--- src/rtl/fwd_hazard_ctrl.sv ---
// fwd_hazard_ctrl
//    Forwarding and hazard controller for the pipelined CPU. For each ID/EX
//    source operand it picks the youngest in-flight producer among NUM_FWD
//    forwarding stages. It also raises the load-use stall and tracks a single
//    outstanding multi-cycle (MUL/DIV) op: countdown, done pulse, RAW stall.
//
// Ports
//    clk, rst_n     clock (rising edge), asynchronous active-low reset
//    id_valid       ID/EX instruction is valid
//    id_src_addr    packed source addresses, src s at [s*ADDR_RFILE +: ADDR_RFILE]
//    id_src_used    per-source "actually read" flags
//    ex_ld          instruction one stage ahead is a load
//    ex_wb_addr     destination of that load
//    fwd_wr         per forwarding stage: stage writes the register file
//    fwd_addr       per forwarding stage destination, stage k at index k-1
//    flush          ID/EX instruction squashed this cycle
//    mc_start       issue a multi-cycle op
//    mc_addr        destination of the multi-cycle op
//    frd_sel        per source forward select: 0 = register file, k = stage k
//    stall_id       hold PC and IF/ID, insert a bubble
//    stall_q        stall_id delayed one cycle
//    mc_busy        multi-cycle op outstanding
//    mc_done        one-cycle pulse when the multi-cycle result is available
//    mc_wb_addr     destination of the outstanding / last finished op
//
// Build option
//    FWD_FLUSH_GATE_EN  when defined, all frd_sel are forced to 0 while flush=1.
//
// FSM states
//    state   | meaning
//    IDLE    | no multi-cycle op outstanding, mc_start accepted
//    MC_BUSY | op outstanding, counter runs down to 0, mc_start ignored

module fwd_hazard_ctrl #(
   parameter int ADDR_RFILE = 5,
   parameter int NUM_SRC    = 2,
   parameter int NUM_FWD    = 2,
   parameter int MC_LAT     = 4,
   parameter int SEL_W      = $clog2(NUM_FWD + 1)
) (
   input  logic                          clk,
   input  logic                          rst_n,
   input  logic                          id_valid,
   input  logic [NUM_SRC*ADDR_RFILE-1:0] id_src_addr,
   input  logic [NUM_SRC-1:0]            id_src_used,
   input  logic                          ex_ld,
   input  logic [ADDR_RFILE-1:0]         ex_wb_addr,
   input  logic [NUM_FWD-1:0]            fwd_wr,
   input  logic [NUM_FWD*ADDR_RFILE-1:0] fwd_addr,
   input  logic                          flush,
   input  logic                          mc_start,
   input  logic [ADDR_RFILE-1:0]         mc_addr,
   output logic [NUM_SRC*SEL_W-1:0]      frd_sel,
   output logic                          stall_id,
   output logic                          stall_q,
   output logic                          mc_busy,
   output logic                          mc_done,
   output logic [ADDR_RFILE-1:0]         mc_wb_addr
);

   localparam int CNT_W = $clog2(MC_LAT);
   localparam logic [CNT_W-1:0] CNT_INIT = CNT_W'(MC_LAT - 1);

   typedef enum logic [0:0] {
      IDLE    = 1'b0,
      MC_BUSY = 1'b1
   } state_t;

   state_t           state;
   logic [CNT_W-1:0] count;

   logic [ADDR_RFILE-1:0] src_a;
   logic [SEL_W-1:0]      sel;
   logic                  ld_match;
   logic                  mc_match;
   logic                  ld_haz;
   logic                  mc_haz;

   // Forward select and source-vs-destination compares.
   // Stages are scanned oldest to youngest so the youngest match is the last
   // assignment. While stall_q is set, stage 1 holds a bubble copy of the
   // stalled instruction's producer and must not win.
   always_comb begin
      frd_sel  = '0;
      src_a    = '0;
      sel      = '0;
      ld_match = 1'b0;
      mc_match = 1'b0;
      for (int s = 0; s < NUM_SRC; s++) begin
         src_a = id_src_addr[s*ADDR_RFILE +: ADDR_RFILE];
         sel   = '0;
         if (id_src_used[s]) begin
            if (src_a == ex_wb_addr) ld_match = 1'b1;
            if (src_a == mc_wb_addr) mc_match = 1'b1;
            if (src_a != '0) begin
               for (int k = NUM_FWD; k >= 1; k--) begin
                  if (!(k == 1 && stall_q) && fwd_wr[k-1] &&
                      fwd_addr[(k-1)*ADDR_RFILE +: ADDR_RFILE] == src_a)
                     sel = SEL_W'(k);
               end
            end
         end
`ifdef FWD_FLUSH_GATE_EN
         if (flush) sel = '0;
`endif
         frd_sel[s*SEL_W +: SEL_W] = sel;
      end
   end

   assign ld_haz   = id_valid & ex_ld & (ex_wb_addr != '0) & ld_match;
   // A second mc_start while busy cannot be accepted, so it must stall too.
   assign mc_haz   = mc_busy & id_valid &
                     (mc_start | ((mc_wb_addr != '0) & mc_match));
   assign stall_id = ~flush & (ld_haz | mc_haz);

   always_ff @(posedge clk or negedge rst_n) begin
      if (!rst_n) begin
         state      <= IDLE;
         count      <= '0;
         mc_busy    <= 1'b0;
         mc_done    <= 1'b0;
         mc_wb_addr <= '0;
         stall_q    <= 1'b0;
      end else begin
         stall_q <= stall_id;
         mc_done <= 1'b0;
         case (state)
            IDLE: begin
               if (mc_start) begin
                  state      <= MC_BUSY;
                  count      <= CNT_INIT;
                  mc_wb_addr <= mc_addr;
                  mc_busy    <= 1'b1;
               end
            end
            MC_BUSY: begin
               if (count == '0) begin
                  state   <= IDLE;
                  mc_busy <= 1'b0;
                  mc_done <= 1'b1;
               end else begin
                  count <= count - 1'b1;
               end
            end
            default: state <= IDLE;
         endcase
      end
   end

endmodule
--- config.mk ---
export PLATFORM = sky130hd
export DESIGN_NAME = fwd_hazard_ctrl
export DESIGN_NICKNAME = d
export VERILOG_FILES = /design/src/rtl/fwd_hazard_ctrl.sv
export SDC_FILE = /design/constraint.sdc
export NUM_CORES = 1
export LEC_CHECK = 0
export BUFFER_PORTS_ARGS = -buffer_cell sky130_fd_sc_hd__buf_4
export CAP_MARGIN = 5
export CORE_UTILIZATION = 42
export CTS_BUF_LIST = sky130_fd_sc_hd__clkbuf_2 sky130_fd_sc_hd__clkbuf_4 sky130_fd_sc_hd__clkbuf_8
export CTS_CLUSTER_SIZE = 30
export DETAILED_ROUTE_END_ITERATION = 16
export GPL_ROUTABILITY_DRIVEN = 0
export PLACE_DENSITY_LB_ADDON = 0.15
export SKIP_CTS_REPAIR_TIMING = 1
export SLEW_MARGIN = 20
export SYNTH_ARGS = -nofsm -noshare
export SYNTH_HDL_FRONTEND = slang
export SYNTH_SLANG_ARGS = --single-unit
--- constraint.sdc ---
create_clock -name clk -period 1.7 [get_ports clk]
set_input_delay 0.34 -clock clk [delete_from_list [all_inputs] [get_ports clk]]
set_output_delay 0.34 -clock clk [all_outputs]
set_load 0.005 [all_outputs]
==> flow_summary_export.csv, run 1 <==
group,metric,value,unit
status,status,"finished, violations left",
status,violations,"negative setup slack",
pwr,p_leak,0.757,nW
synth,synth_simple_gate_area_share,19.7,%
clock_tree,clock_path_buffers,2,
pwr,internal_power,1.04,mW
route,wl_per_cell,15.1,um
final_layout,drive_gt1_share,50.8,%
synth,synth-compound-area-share,9.05,%
die,row_count,17,
synth,synth_area_per_cell,8.67,um2
setup_path,critPathBufInv,1,
timing,fmax,0.454,GHz
setup_path,crit_slowest_cell,"or4_4",
synth,synth-xor-area-share,32.5,%
synth,async_flop_share,100,%
global_route,overflow,0,
route,vias,1139,
timing,worstMarginPinSlew,0.454,ns
final_layout,fillerInstances,176,
route,drtIter0Drc,8,
clock_tree,clock_latency,0.26,ns
setup_path,crit_arrival,1.86,ns
pwr,p_per_area,947,nW/um2
timing,hold_violations,0,
timing,clock_skew,0.000267,ns
clock_tree,cts_root_buf,"clkbuf_4",
final_layout,diodes,0,
die,core-area,2250,um2
global_route,grt_pass1_vias,1243,
die,die_area,2640,um2
pwr,swShare,35.9,%
route,finalWirelength,3.27,mm
route,firstDrtPassIters,4,
synth,synth_area,1020,um2
die,start_util,45.4,%
setup_path,reg2reg_from,"mc_wb_addr[1]$_DFFE_PN0P_",
setup_path,crit_path_start,"mc_wb_addr[1]$_DFFE_PN0P_",
pwr,clkPwrFrac,11.5,%
place,port_buffers,52,
synth,synthCells,118,
pwr,pwr-share-comb,58.6,%
setup_path,cp_slowest_stage_delay,0.55,ns
place,dpl.hpwl,2.68,mm
final_layout,synthToLayoutAreaGrowth,68.0,%
clock_tree,htreeDepth,1,
setup_path,timing.critical_path.from_type,"flop",
timing,setup_viol,4,
route,drc,0,
synth,synth_fa_ha_area_share,1.22,%
timing,rsz0062_at_grt,"yes",
timing,slew_violations,0,
synth,synth.area.mux_share,5.50,%
clock_tree,cts_tree,"built",
synth,synth_top_family_by_area,"XOR/XNOR gates",
route,vias_per_cell,5.25,
clock_tree,path_clk_slew,0.07,ns
synth,ys_seq_area_share,26.9,%
worst_hold_path,min_from,"mc_addr[4]",
setup_path,critPathCaptureType,"primary output",
pwr,switching_power,0.585,mW
timing,whs,0.309,ns
synth,syn_nets,159,
setup_path,path_max_fanout,2,
final_layout,stdcell_count,217,
setup_path,crit_chain,"or4_4 -> nor2_4 -> nor3_2 -> o311ai_1 -> nand2_1 -> buf_4",
pwr,pwr-share-seq,29.9,%
global_route,grt_use_total,26.5,%
clock_tree,cts.sinks,11,
timing,slew-limit-headroom,69.7,%
pwr,ir_worst_vdd,0.925,mV
die,die_w,51.4,um
place,dp.cells,211,
timing,setup_slack,-0.505,ns
global_route,antenna_found_initial,0,
route,ant_nets,0,
synth,synth_ff_type,"dfrtp_1",
flow_run,cap_violations,0,
die,io_pins,53,
setup_path,critPathKind,"reg -> out",
worst_hold_path,hold_path.class,"in -> reg",
timing,period_minus_slack,2.20,ns
global_route,grt_start_max_net_pins,12,
setup_path,required,1.36,ns
synth,ys_warn_count,0,
synth,synth-seq-cells,11,
synth,yosysUniqueCellTypes,29,
global_route,grt_pass1_wl,5.16,mm
die,die_h,51.4,um
setup_path,path_delay_family,"simple AND/OR/NAND/NOR gates",
clock_tree,cts_buffers,3,
synth,synth_edf_count,0,
final_layout,final_nets,231,
timing,period_share,130,%
layout by cell type, fill, tap and decap left out, types with 2 or more instances in the layout:
cell type	netlist	final
buf_4	0	70
xnor2_1	37	37
dfrtp_1	11	11
nand2_1	8	8
nand4_1	7	7
inv_1	5	5
mux2_2	5	5
nor3_2	0	4
nor2_1	4	4
clkbuf_4	0	4
buf_6	0	4
or4_4	1	3
o22ai_1	3	3
o21ai_4	0	2
nor2b_1	2	2
per-layer routing:
| metal | global-route usage (%) | up-vias | wire length (um) |
|---|---|---|---|
| li1 | - | 551 | - |
| met1 | 28.2 | 533 | 1240 |
| met2 | 50.9 | 43 | 1820 |
| met3 | 2.38 | 12 | 119 |
| met4 | 13.1 | 0 | 93 |
| met5 | 0 | - | 0 |
worst reg2reg max path: cells and delay by family (launching register included):
| family | cells | cell delay [ns] |
|---|---|---|
| simple gates | 4 | 0.82 |
| flops | 1 | 0.39 |
| buf+inv | 1 | 0.14 |
| compound gates | 1 | 0.25 |
layout make-up:
class / count / area, um2 / share of cell area, %
multi-input cells: 93 / 759 / 44.2
repair buffers: 76 / 601 / 34.9
flip-flops and latches: 11 / 275 / 16.0
well taps: 28 / 35.0 / 2.04
clock buffers: 4 / 30.0 / 1.75
inverters: 5 / 18.8 / 1.09
synth_stat cells, types with 2 or more instances:
library cell / n / area, um2
or4_1: 3 / 22.5
nor3_1: 5 / 25.0
nand2b_1: 2 / 12.5
clkbuf_1: 9 / 33.8
o22ai_1: 3 / 18.8
nand2_1: 8 / 30.0
xnor2_1: 37 / 324
nor2_1: 4 / 15.0
inv_1: 5 / 18.8
o21ai_1: 2 / 10.0
nand4_1: 7 / 43.8
nor2b_1: 2 / 12.5
mux2_2: 5 / 56.3
dfrtp_1: 11 / 275
final timing paths:
kind,slack [ns],to,depth (start not counted)
worst max-delay path,-0.50,stall_id,6
worst min-delay path,0.31,mc_wb_addr[4]$_DFFE_PN0P_,2
worst max register to register,0,stall_q$_DFF_PN0_,6
worst min register to register,0.57,count[0]$_DFFE_PN0P_,1
max in group asynchronous,1.11,mc_wb_addr[3]$_DFFE_PN0P_,2
min in group asynchronous,0.45,state$_DFF_PN0_,2
sequential cells by signal, indices dropped and copies added, names as in the netlist:
| signal | flops |
|---|---|
| mc_wb_addr | 5 |
| count | 2 |
| mc_busy | 1 |
| mc_done | 1 |
| stall_q | 1 |
| state | 1 |
power groups by stage:
stage | registers [mW] | logic [mW] | clock network, mW
CTS | 0.485 | 0.935 | 0.195
global placement | 0.478 | 0.882 | 0
global route | 0.506 | 1.05 | 0.213
detailed placement | 0.490 | 0.928 | 0
finish | 0.487 | 0.954 | 0.187
floorplan | 0.521 | 0.446 | 0
stage by stage:
stage          worst slack (ns)  util [%]  setup TNS, ns  power, mW  area, um2
2_1_floorplan            -0.106         -         -0.106      0.967       1020
3_3_place_gp             -0.199      70.6         -0.494       1.36       1590
3_5_place_dp             -0.223      70.6         -0.593       1.42       1590
4_1_cts                  -0.515      72.0         -0.900       1.62       1620
5_1_grt                  -0.562      76.2         -0.857       1.77       1720
6_report                 -0.505      76.2         -0.684       1.63       1720
cell families (layout without fill, tap and decap cells):
logic type,Yosys count,after routing
adders and majority gates,1,1
muxes,5,5
and+or+nand+nor,36,36
buffers and inverters,14,85
DFF,11,11
AOI/OAI and AO/OA,13,13
xor gates and xnor gates,38,38
Power figures use the tool's default switching activity.
==> inputs of run 2 (changes only) <==
- CAP_MARGIN: 5 -> not set
- TNS_END_PERCENT: not set -> 30
==> run 2 against run 1 <==
Against the previous run:
- the flow still finishes with violations (negative setup slack)
- flip-flop and latch count stayed put
- combinational power is 1% lower
- fmax is 0.32% higher
- core utilization is 2.2 points lower
- cell count stayed put
- sequential power hardly changed
- wire length is 2.4% lower
- die area stayed put
- count of clock-buffer cells in the layout stayed put
- clock power hardly changed
- design area is 2.9% lower
- first-iteration DRC count is 130% higher
- critical endpoint unchanged
- largest power group unchanged
==> flow_summary_export.csv, run 2 (synthesized netlist as in run 1, its figures left out) <==
group,metric,value,unit
die,die_area,2640,um2
die,start_util,45.4,%
clock_tree,clock_latency,0.26,ns
clock_tree,clock_path_buffers,2,
route,finalWirelength,3.19,mm
final_layout,diodes,0,
clock_tree,htreeDepth,1,
timing,slew_violations,0,
final_layout,largest_reg_flops,5,
setup_path,path_delay_family,"simple AND/OR/NAND/NOR gates",
final_layout,final_area,1670,um2
status,violations,"negative setup slack",
setup_path,critPathCaptureType,"primary output",
clock_tree,path_clk_slew,0.07,ns
place,dpl.hpwl,2.68,mm
final_layout,final_nets,231,
timing,setup_slack,-0.498,ns
die,row_count,17,
final_layout,final_cell_mix,"buf_4, xnor2_1, dfrtp_1",
status,status,"finished, violations left",
flow_run,cap_violations,0,
setup_path,crit_slowest_cell,"or4_4",
global_route,grt_start_max_net_pins,12,
route,vias_per_cell,5.29,
clock_tree,cts.sinks,11,
route,wl_per_cell,14.7,um
final_layout,regMostFlops,"mc_wb_addr",
final_layout,drive_gt1_share,48.7,%
die,io_pins,53,
timing,rsz0062_at_grt,"yes",
route,firstDrtPassIters,4,
route,wl_met3,115,um
setup_path,crit_chain,"or4_4 -> nor2_4 -> nor3_2 -> o311ai_1 -> nand2_1 -> buf_4",
place,port_buffers,52,
timing,hold_violations,0,
final_layout,reg.largest.list,"mc_wb_addr: 5 flops, count: 2 flops",
die,die_h,51.4,um
pwr,ir_worst_vdd,0.915,mV
clock_tree,cts_root_buf,"clkbuf_4",
global_route,overflow,0,
setup_path,crit_arrival,1.86,ns
setup_path,path_max_fanout,2,
worst_hold_path,hold_path.class,"in -> reg",
setup_path,cp_slowest_stage_delay,0.55,ns
final_layout,fillerInstances,189,
timing,clock_skew,0.000338,ns
timing,whs,0.310,ns
setup_path,critPathKind,"reg -> out",
final_layout,synthToLayoutAreaGrowth,63.1,%
global_route,antenna_found_initial,0,
timing,slew-limit-headroom,69.7,%
timing,setup_viol,4,
route,ant_nets,0,
die,die_w,51.4,um
clock_tree,cts_tree,"built",
timing,period_share,129,%
timing,worstMarginPinSlew,0.454,ns
route,drc,0,
timing,period_minus_slack,2.20,ns
route,vias,1149,
global_route,grt_pass1_vias,1243,
global_route,grt_use_total,26.5,%
final_layout,final_common_cell,"buf_4",
route,wl_met1,1.24,mm
setup_path,critPathBufInv,1,
setup_path,timing.critical_path.from_type,"flop",
pwr,p_leak,0.747,nW
clock_tree,cts_buffers,3,
timing,fmax,0.455,GHz
route,highest_layer,"met4",
route,drtIter0Drc,18,
pwr,p_per_area,969,nW/um2
die,core-area,2250,um2
setup_path,required,1.36,ns
place,placed_cell_area,1590,um2
route,wl_met2,1.74,mm
final_layout,final_util,74.0,%
global_route,grt_pass1_wl,5.16,mm
[run 2: cell counts in the layout (fill, tap and decap cells not counted)]
Identical to the previous run, type by type.
[run 2: worst paths after layout]
path	from	to	slack, ns	cells after the start
max	mc_wb_addr[1]$_DFFE_PN0P_	stall_id	-0.50	6
min	mc_addr[4]	mc_wb_addr[4]$_DFFE_PN0P_	0.31	2
max reg2reg	mc_wb_addr[1]$_DFFE_PN0P_	stall_q$_DFF_PN0_	0.01	6
min reg2reg	count[0]$_DFFE_PN0P_	count[0]$_DFFE_PN0P_	0.57	1
max in group asynchronous	rst_n	mc_wb_addr[3]$_DFFE_PN0P_	1.11	2
min in group asynchronous	rst_n	state$_DFF_PN0_	0.45	2
[run 2: power by group]
group | internal (mW) | switching, mW | leakage [nW]
Clock | 0.107 | 0.0808 | 0.0184
Sequential | 0.382 | 0.103 | 0.130
Combinational | 0.550 | 0.395 | 0.599
[run 2: final cells by class]
class | instances | area [um2] | share of cell area (%)
multi-input combinational | 93 | 724 | 43.4
timing repair buffer | 76 | 586 | 35.1
sequential | 11 | 275 | 16.5
tap | 28 | 35.0 | 2.10
clock buffer | 4 | 30.0 | 1.80
inverter | 5 | 18.8 | 1.12
[run 2: routing by layer]
metal	vias up	track usage, %
met5	-	0
met1	541	28.2
met4	0	13.1
li1	551	-
met3	12	2.38
met2	45	50.9
[run 2: through the flow]
| stage | instances | total power, mW | setup WS [ns] | TNS [ns] |
|---|---|---|---|---|
| after floorplan | 118 | 0.967 | -0.106 | -0.106 |
| after global routing | 217 | 1.76 | -0.562 | -1.05 |
| after detailed placement | 211 | 1.42 | -0.223 | -0.593 |
| final | 217 | 1.62 | -0.498 | -0.866 |
| after global placement | 211 | 1.36 | -0.199 | -0.494 |
| after CTS | 215 | 1.62 | -0.515 | -0.900 |
[run 2: worst register-to-register path: stages (launching register included)]
cell,delay [ns]
dfrtp_1,0.39
or4_4,0.55
nor2_4,0.11
nor3_2,0.05
o311ai_1,0.25
nand2_1,0.11
buf_4,0.14
